==> config.mk <==
export PLATFORM = sky130hd
export DESIGN_NAME = hier_enum_responder
export DESIGN_NICKNAME = d
export VERILOG_FILES = /design/src/rtl/hier_enum_responder.sv
export SDC_FILE = /design/constraint.sdc
export NUM_CORES = 1
export LEC_CHECK = 0
export ABC_AREA = 1
export BUFFER_PORTS_ARGS = -buffer_cell sky130_fd_sc_hd__buf_2
export CORE_UTILIZATION = 50
export CTS_CLUSTER_DIAMETER = 120
export CTS_CLUSTER_SIZE = 40
export DETAILED_ROUTE_END_ITERATION = 10
export PLACE_DENSITY = 0.77
export SLEW_MARGIN = 20
export SYNTH_ARGS = -nofsm -noshare
export SYNTH_HDL_FRONTEND = slang
export SYNTH_SLANG_ARGS = --single-unit
==> constraint.sdc <==
create_clock -name clk -period 4 [get_ports clk]
set_input_delay 0.4 -clock clk [delete_from_list [all_inputs] [get_ports clk]]
set_output_delay 0.4 -clock clk [all_outputs]
set_load 0.005 [all_outputs]
==> src/rtl/hier_enum_responder.sv <==
// hier_enum_responder
// Child-side responder for the hierarchy-enumeration protocol. One instance
// runs in each child node. A parent issues requests; this block answers:
//   QUERY (0) : frame = tag, path digits 0..DEPTH-1, child count
//   PING  (1) : single beat = tag, last=1
//   CLR   (2) : clears the query counter, no response
//   op 3      : sets the sticky op_err flag, no response
// Optional feature macro: HIER_ENUM_CHECKSUM_EN
//   Adds a trailing beat to QUERY frames that carries the XOR of all
//   preceding beats. The child-count beat then has rsp_last=0.
//
// Ports
//   clk, rst               : clock, synchronous active-high reset
//   req_valid/req_ready    : request handshake (ready only while idle)
//   req_op[1:0], req_tag   : opcode and initiator tag
//   rsp_valid/rsp_ready    : response beat handshake
//   rsp_data[7:0], rsp_last: beat payload and end-of-frame marker
//   query_cnt[CNT_W-1:0]   : saturating count of accepted QUERY ops
//   op_err                 : sticky illegal-opcode flag
module hier_enum_responder #(
  parameter int                         DEPTH        = 10,
  parameter int                         DIGIT_W      = 4,
  parameter logic [DEPTH*DIGIT_W-1:0]   NODE_PATH    = '0,
  parameter int                         NUM_CHILDREN = 5,
  parameter int                         CNT_W        = 16
) (
  input  logic             clk,
  input  logic             rst,
  input  logic             req_valid,
  output logic             req_ready,
  input  logic [1:0]       req_op,
  input  logic [7:0]       req_tag,
  output logic             rsp_valid,
  input  logic             rsp_ready,
  output logic [7:0]       rsp_data,
  output logic             rsp_last,
  output logic [CNT_W-1:0] query_cnt,
  output logic             op_err
);

  localparam int         IDX_W   = (DEPTH > 1) ? $clog2(DEPTH) : 1;
  localparam logic [7:0] CHILD_B = 8'(NUM_CHILDREN);

  typedef enum logic [2:0] {
    S_IDLE,
    S_HDR,
    S_PATH,
`ifdef HIER_ENUM_CHECKSUM_EN
    S_TAIL,
    S_CHK
`else
    S_TAIL
`endif
  } state_e;

  state_e           state_q;
  logic             ping_q;      // TAIL beat belongs to a PING frame
  logic [IDX_W-1:0] idx_q;
  logic             rsp_valid_q;
  logic [7:0]       rsp_data_q;
  logic             rsp_last_q;
  logic [CNT_W-1:0] cnt_q;
  logic             err_q;
`ifdef HIER_ENUM_CHECKSUM_EN
  logic [7:0]       chk_q;       // XOR of every beat loaded so far in this frame
`endif

  logic [IDX_W-1:0] idx_d;
  logic [CNT_W-1:0] cnt_d;

  // Path digits, zero-extended to a byte each.
  logic [DEPTH-1:0][7:0] digit;
  for (genvar g = 0; g < DEPTH; g++) begin : g_digit
    assign digit[g] = 8'(NODE_PATH[g*DIGIT_W +: DIGIT_W]);
  end

  assign idx_d = idx_q + IDX_W'(1);
  assign cnt_d = (cnt_q == {CNT_W{1'b1}}) ? cnt_q : cnt_q + CNT_W'(1);

  // Output registers are loaded with the *next* beat on the same edge that
  // retires the current one, so a held-high rsp_ready gives one beat/cycle.
  always_ff @(posedge clk) begin
    if (rst) begin
      state_q     <= S_IDLE;
      ping_q      <= 1'b0;
      idx_q       <= '0;
      rsp_valid_q <= 1'b0;
      rsp_data_q  <= 8'h00;
      rsp_last_q  <= 1'b0;
      cnt_q       <= '0;
      err_q       <= 1'b0;
`ifdef HIER_ENUM_CHECKSUM_EN
      chk_q       <= 8'h00;
`endif
    end else begin
      case (state_q)
        S_IDLE: begin
          if (req_valid) begin
            case (req_op)
              2'd0: begin
                state_q     <= S_HDR;
                ping_q      <= 1'b0;
                rsp_valid_q <= 1'b1;
                rsp_data_q  <= req_tag;
                rsp_last_q  <= 1'b0;
                cnt_q       <= cnt_d;
`ifdef HIER_ENUM_CHECKSUM_EN
                chk_q       <= req_tag;
`endif
              end
              2'd1: begin
                state_q     <= S_TAIL;
                ping_q      <= 1'b1;
                rsp_valid_q <= 1'b1;
                rsp_data_q  <= req_tag;
                rsp_last_q  <= 1'b1;
              end
              2'd2:    cnt_q <= '0;
              default: err_q <= 1'b1;
            endcase
          end
        end
        S_HDR: begin
          if (rsp_ready) begin
            state_q    <= S_PATH;
            idx_q      <= '0;
            rsp_data_q <= digit[0];
`ifdef HIER_ENUM_CHECKSUM_EN
            chk_q      <= chk_q ^ digit[0];
`endif
          end
        end
        S_PATH: begin
          if (rsp_ready) begin
            if (idx_q == IDX_W'(DEPTH - 1)) begin
              state_q    <= S_TAIL;
              rsp_data_q <= CHILD_B;
`ifdef HIER_ENUM_CHECKSUM_EN
              rsp_last_q <= 1'b0;
              chk_q      <= chk_q ^ CHILD_B;
`else
              rsp_last_q <= 1'b1;
`endif
            end else begin
              idx_q      <= idx_d;
              rsp_data_q <= digit[idx_d];
`ifdef HIER_ENUM_CHECKSUM_EN
              chk_q      <= chk_q ^ digit[idx_d];
`endif
            end
          end
        end
        S_TAIL: begin
          if (rsp_ready) begin
`ifdef HIER_ENUM_CHECKSUM_EN
            if (!ping_q) begin
              state_q    <= S_CHK;
              rsp_data_q <= chk_q;
              rsp_last_q <= 1'b1;
            end else
`endif
            begin
              state_q     <= S_IDLE;
              rsp_valid_q <= 1'b0;
              rsp_data_q  <= 8'h00;
              rsp_last_q  <= 1'b0;
            end
          end
        end
`ifdef HIER_ENUM_CHECKSUM_EN
        S_CHK: begin
          if (rsp_ready) begin
            state_q     <= S_IDLE;
            rsp_valid_q <= 1'b0;
            rsp_data_q  <= 8'h00;
            rsp_last_q  <= 1'b0;
          end
        end
`endif
        default: state_q <= S_IDLE;
      endcase
    end
  end

  assign req_ready = (state_q == S_IDLE);
  assign rsp_valid = rsp_valid_q;
  assign rsp_data  = rsp_data_q;
  assign rsp_last  = rsp_last_q;
  assign query_cnt = cnt_q;
  assign op_err    = err_q;

endmodule

Word-level counts from Yosys, hierarchy flattened

Memory sizes are Yosys's and may differ from the RTL's.
Cells that the tools add are included.

Bits in writable memories: 0
Bits in read-only memories: 128
Bits in latches: 0
Bits of input ports: 14
Bits in registers: 34
Memories kept: 1
Output and inout bits: 28

Memories:

| name             | depth | bits a word | rd ports | clocked after Yosys merged registers in | write ports | line | RTL |
|---|---|---|---|---|---|---|---|
| (name not given) | 16    | 8           | 1        | 0                                       | 0           | 146  | `rsp_data_q <= digit[idx_d];` |

Magnitude comparators: 1
Equality and inequality tests: 17
Shifts and indexed selects: 0
Add/subtract/negate cells: 2
Multiply operators: 0
Mux-type cells: 29
Reduce and logical (&&, ||, !) cells: 17
Bitwise operators: 1
Div/mod/pow operators: 0

Operators with widths:

| cell                                                 | number |
|---|---|
| two-way mux 8 bit                                    | 6 |
| one-hot mux 16 bit (2 select lines)                  | 1 |
| one-hot mux 8 bit (3 select lines)                   | 1 |
| adder 16 x 1 -> 16 bit (second input constant)       | 1 |
| equality test 16 bit (second input constant)         | 1 |
| two-way mux 16 bit                                   | 1 |
| inequality test 2 bit (second input constant)        | 8 |
| two-way mux 3 bit                                    | 5 |
| two-way mux 4 bit                                    | 3 |
| one-hot mux 3 bit (4 select lines)                   | 1 |
| AND reduction 4 bit                                  | 3 |
| AND reduction 6 bit                                  | 2 |
| one-hot mux 4 bit (2 select lines)                   | 1 |
| equality test 3 x 2 -> 1 bit (second input constant) | 2 |
| two-way mux 1 bit                                    | 6 |
| one-hot mux 3 bit (2 select lines)                   | 1 |
| nonzero test 2 bit                                   | 3 |
| nonzero test 3 bit                                   | 2 |
| < comparator 4 x 5 -> 1 bit (second input constant)  | 1 |
| AND reduction 5 bit                                  | 1 |
| adder 4 x 1 -> 4 bit (second input constant)         | 1 |
| equality test 4 bit (second input constant)          | 1 |
| one-hot mux 1 bit (2 select lines)                   | 2 |
| OR reduction 2 bit                                   | 2 |
| other kinds (11)                                     | 11 |

Logic depth before layout (Yosys ltp)

Word-level depth: 6
Gate-level depth with buffers: 10

Least setup slack after synthesis

OpenSTA, ideal clock, no wires.

Path type: flip-flop to flip-flop
Start: register cnt_q[1], in the netlist query_cnt[1]
End: register cnt_q[3], in the netlist query_cnt[3]
Cell stages (with the launch flop): 9
Path slack: 2.537 ns
Arrival time: 1.348 ns
Path buffers: 1
Setup time: 0.115 ns
Cell sequence: dfxtp_1 ha_1 nand3_2 nor2_2 nand3_2 nand2_2 buf_6 o21ai_1 and2_1

Cells in the longest elaborated chain, start to end: 3

RTL lines:

| what                                                                       | line | RTL |
|---|---|---|
| start: declaration                                                         | 62   | `logic [CNT_W-1:0] cnt_q;` |
| start signal: assignment                                                   | 106  | `cnt_q <= cnt_d;` |
| adder 16 x 1 -> 16 bit or equality test 16 bit (tied branches)             | 78   | `assign cnt_d = (cnt_q == {CNT_W{1'b1}}) ? cnt_q : cnt_q + CNT_W'(1);` |
| two-way mux 16 bit or inequality test 2 bit (tied branches)                | n/a  |  |
| one-hot mux 16 bit (2 select lines) or AND reduction 4 bit (tied branches) | n/a  |  |

Parallel ways exist; a longest one is shown, timed or not. The select of a mux whose other input is x is not followed.
A chain may end at the register's enable or synchronous reset.

Final worst setup path

Start: register state_q[1]
End: register cnt_q[14], in the netlist query_cnt[14]

Cells in the longest elaborated chain, start to end: 2

RTL lines:

| what                                 | line | RTL |
|---|---|---|
| start: declaration                   | 56   | `state_e state_q;` |
| start signal: assignment             | 84   | `state_q <= S_IDLE;` |
| start signal: assignment             | 101  | `state_q <= S_HDR;` |
| start signal: assignment             | 112  | `state_q <= S_TAIL;` |
| zero test 3 bit                      | n/a  |  |
| AND reduction 4 bit (no source line) | n/a  |  |

No other way between the ends.

==> flow_summary.toml <==
[place]
post-dp-hpwl_um = 3345
gp_congestion = 0.9046
port_buffers = 41
post-place-ws_ns = 2.026

[power]
power_leakage_uw = 0.0009598
power_uw = 1085
sw_frac_of_total_pct = 38.73
p_int_uw = 665.1
combinationalPowerShare_pct = 38.9
power_density_nw_per_um2 = 488.8
p_sw_uw = 420.4
seq_power_share_pct = 37.8
ir_drop_mv = 0.3656
clockPowerShare_pct = 23.3

[worst_setup_path]
crit_top_cell = "nand3_1"
crit_path_start = "state_q[1]$_SDFFE_PP0P_"
crit_slowest_cell = "nor2_2"
rrSetupSlack_ns = 2.02
r2r-start = "state_q[1]$_SDFFE_PP0P_"
crit_path_cell_trace = "inv_1, ha_1, nand3_1, nor2_2, nand3_1, a21oi_1"
crit_type = "reg2reg"
r2r_cells = 6
cp.required_ns = 4.22
setup.worst_path.end_class = "flop"
reg2reg_to = "query_cnt[14]$_SDFFE_PP0P_"
crit_arrival_ns = 2.20
cp-start-kind = "flop"
crit_path_max_incr_delay_ns = 0.49
cp_max_fo = 13

[synth]
synth_simple_gate_area_share_pct = 35.08
synth_edf_count = 0
synthMuxAreaShare_pct = 0
ys.warnings.count = 0
synth_top_family_by_area = "simple AND/OR/NAND/NOR gates"
yosysSeqAreaShare_pct = 34.62
netlist.area_leader.share_pct = 34.62
synth_compound_area_share_pct = 15.02
ys_seq_elements = 33
synthArstFlopShare_pct = 0
synth_cell_types = 26
synth_area_leaders = "dfxtp_1 (35%), nand2_1 (11%), nand3_1 (7.9%), nor2_1 (7.5%), a21oi_1 (7.3%)"
synth_area_um2 = 1908
syn_nets = 310
synthXorXnorAreaFrac_pct = 0.9180
synthCells = 288
yosys.area.top_type = "dfxtp_1"
synthAdderAreaFrac_pct = 5.246
ys_dominant_reg_cell = "dfxtp_1"
syn_avg_cell_area_um2 = 6.625

[floorplanning]
core_area_um2 = 3661
rows = 22
die_area_um2 = 4067
die_h_um = 63.78
io_pins = 42
die_w_um = 63.78
start_util_pct = 52.12

[sta]
finalHoldViolations = 0
rsz0062_at_grt = "no"
slew_headroom_pct = 62.95
min_period_ns = 1.982
setup_violations = 0
setup_tns_ns = 0
clock.fmax_ghz = 0.5045
drv_slew = 0
period_share_pct = 49.56
tightest_slew_ns = 0.5551
postLayoutSetupSlackWorst_ns = 2.018
skew_ns = 0.006486

[clock_tree]
cts_resized = 0
clk_pin_slew_ns = 0.07
cts_sinks = 33
numCtsBuffers = 5
root_buffer = "clkbuf_8"
postCtsSetupBuffers = 0
ctsHoldBuffers = 0
cts.path.max_buffers = 2
cts_tree = "yes"
htreeDepth = 2
clkLatencyLatePin_ns = 0.29

[drt]
drtAntennaViolNets = 0
first_pass_iters = 4
wirelength_um = 4534
via_per_inst = 5.193
routedWlPerCell_um = 11.99
initialDrtViolationCount = 125
drcViolationCount = 0
vias = 1963

[cells_and_area]
diodes = 0
layout.nets = 352
drive_gt1_share_pct = 21.82
final_util_pct = 60.66
areaGrowthSynthToFinish_pct = 16.39
final_common_cell = "nand2_1"
most-common-layout-cells = "nand2_1 (58), buf_2 (41), nor2_1 (38)"

[hold_path]
hold_path.startpoint = "req_tag[3]"
whs_endpoint = "rsp_data[3]$_SDFFE_PP0P_"
min_path_cells = 3
hold_path.class = "in2reg"

[grt]
grt_overflow = 0
grt_pass1_vias = 1813
grt_usage_pct = 24.49
grt_antenna_before_repair = 0
grt_pass1_wl_um = 7803
grt_max_degree = 20

[flow_run]
cap_viol_max_count = 0

[status]
status = "completed"
-- cell families (layout without fill, tap and decap cells) --
kind of cell / Yosys count / in the layout
simple gates: 149 / 149
compound gates: 54 / 54
buf+inv: 42 / 84
flops: 33 / 33
fa+ha+maj: 8 / 8
xor+xnor: 2 / 2
-- flip-flops by register name, summed over array words and instances (netlist names) --
name / flops
op_err: 1
rsp_valid: 1
rsp_data: 8
state_q: 2
idx_q: 4
rsp_last: 1
query_cnt: 16
-- power groups by stage --
stage,clock network (uW),logic [uW],registers [uW]
finish,253,422,411
global route,274,479,416
CTS,258,421,411
detailed placement,0,419,417
global placement,0,413,416
floorplan,0,307,418
-- synth_stat cells (2+ instances only) --
cell type,instances
nor2_1,38
nand4_1,4
inv_2,7
buf_1,2
dfxtp_1,33
nor3_1,2
nand2_1,58
ha_1,8
nand2_2,5
a21oi_1,28
o21ai_1,4
a21oi_2,3
nand3_2,3
nor2_2,6
inv_1,29
buf_6,2
xor2_1,2
nand3_1,30
o21ai_0,17
-- cell type report --
cell class / instances / area [um2]
sequential: 33 / 660.6
clock buffer: 7 / 86.33
fill: 354 / 1440
tap: 48 / 60.06
inverter: 36 / 135.1
multi-input combinational: 213 / 1074
timing repair buffer: 41 / 205.2
-- critical path, delay by kind of cell, from the launching register on --
family                     cells  cell delay (ns)
DFF                            1             0.33
and+or+nand+nor                3             0.83
adders and majority gates      1             0.44
buffers and inverters          1             0.15
AOI/OAI and AO/OA              1             0.16
-- metal layers --
layer / GRT usage [%] / vias to the layer above / wire length (um)
met5: 0 / - / 0
met2: 40.96 / 62 / 2120
met1: 29.78 / 876 / 2053
li1: - / 1014 / -
met3: 4.821 / 11 / 256
met4: 11.93 / 0 / 104
-- worst max path at each step --
| stage | to | slack [ns] | cells past startpoint |
|---|---|---|---|
| after floorplan | query_cnt[3]$_SDFFE_PP0P_ | 2.54 | 8 |
| after global placement | query_cnt[9]$_SDFFE_PP0P_ | 2.15 | 7 |
| after detailed placement | query_cnt[14]$_SDFFE_PP0P_ | 2.03 | 6 |
| after CTS | query_cnt[14]$_SDFFE_PP0P_ | 2.02 | 6 |
| after global routing | query_cnt[15]$_SDFFE_PP0P_ | 1.83 | 7 |
| final | query_cnt[14]$_SDFFE_PP0P_ | 2.02 | 6 |
-- stage by stage --
stage               hold WS, ns  std cells  area [um2]
finish                   0.3800        378        2221
global route             0.3940        378        2221
CTS                      0.3717        378        2221
detailed placement       0.4558        371        2135
global placement         0.4409        371        2135
floorplan                0.4466        288        1908
Power figures use the tool's default switching activity.
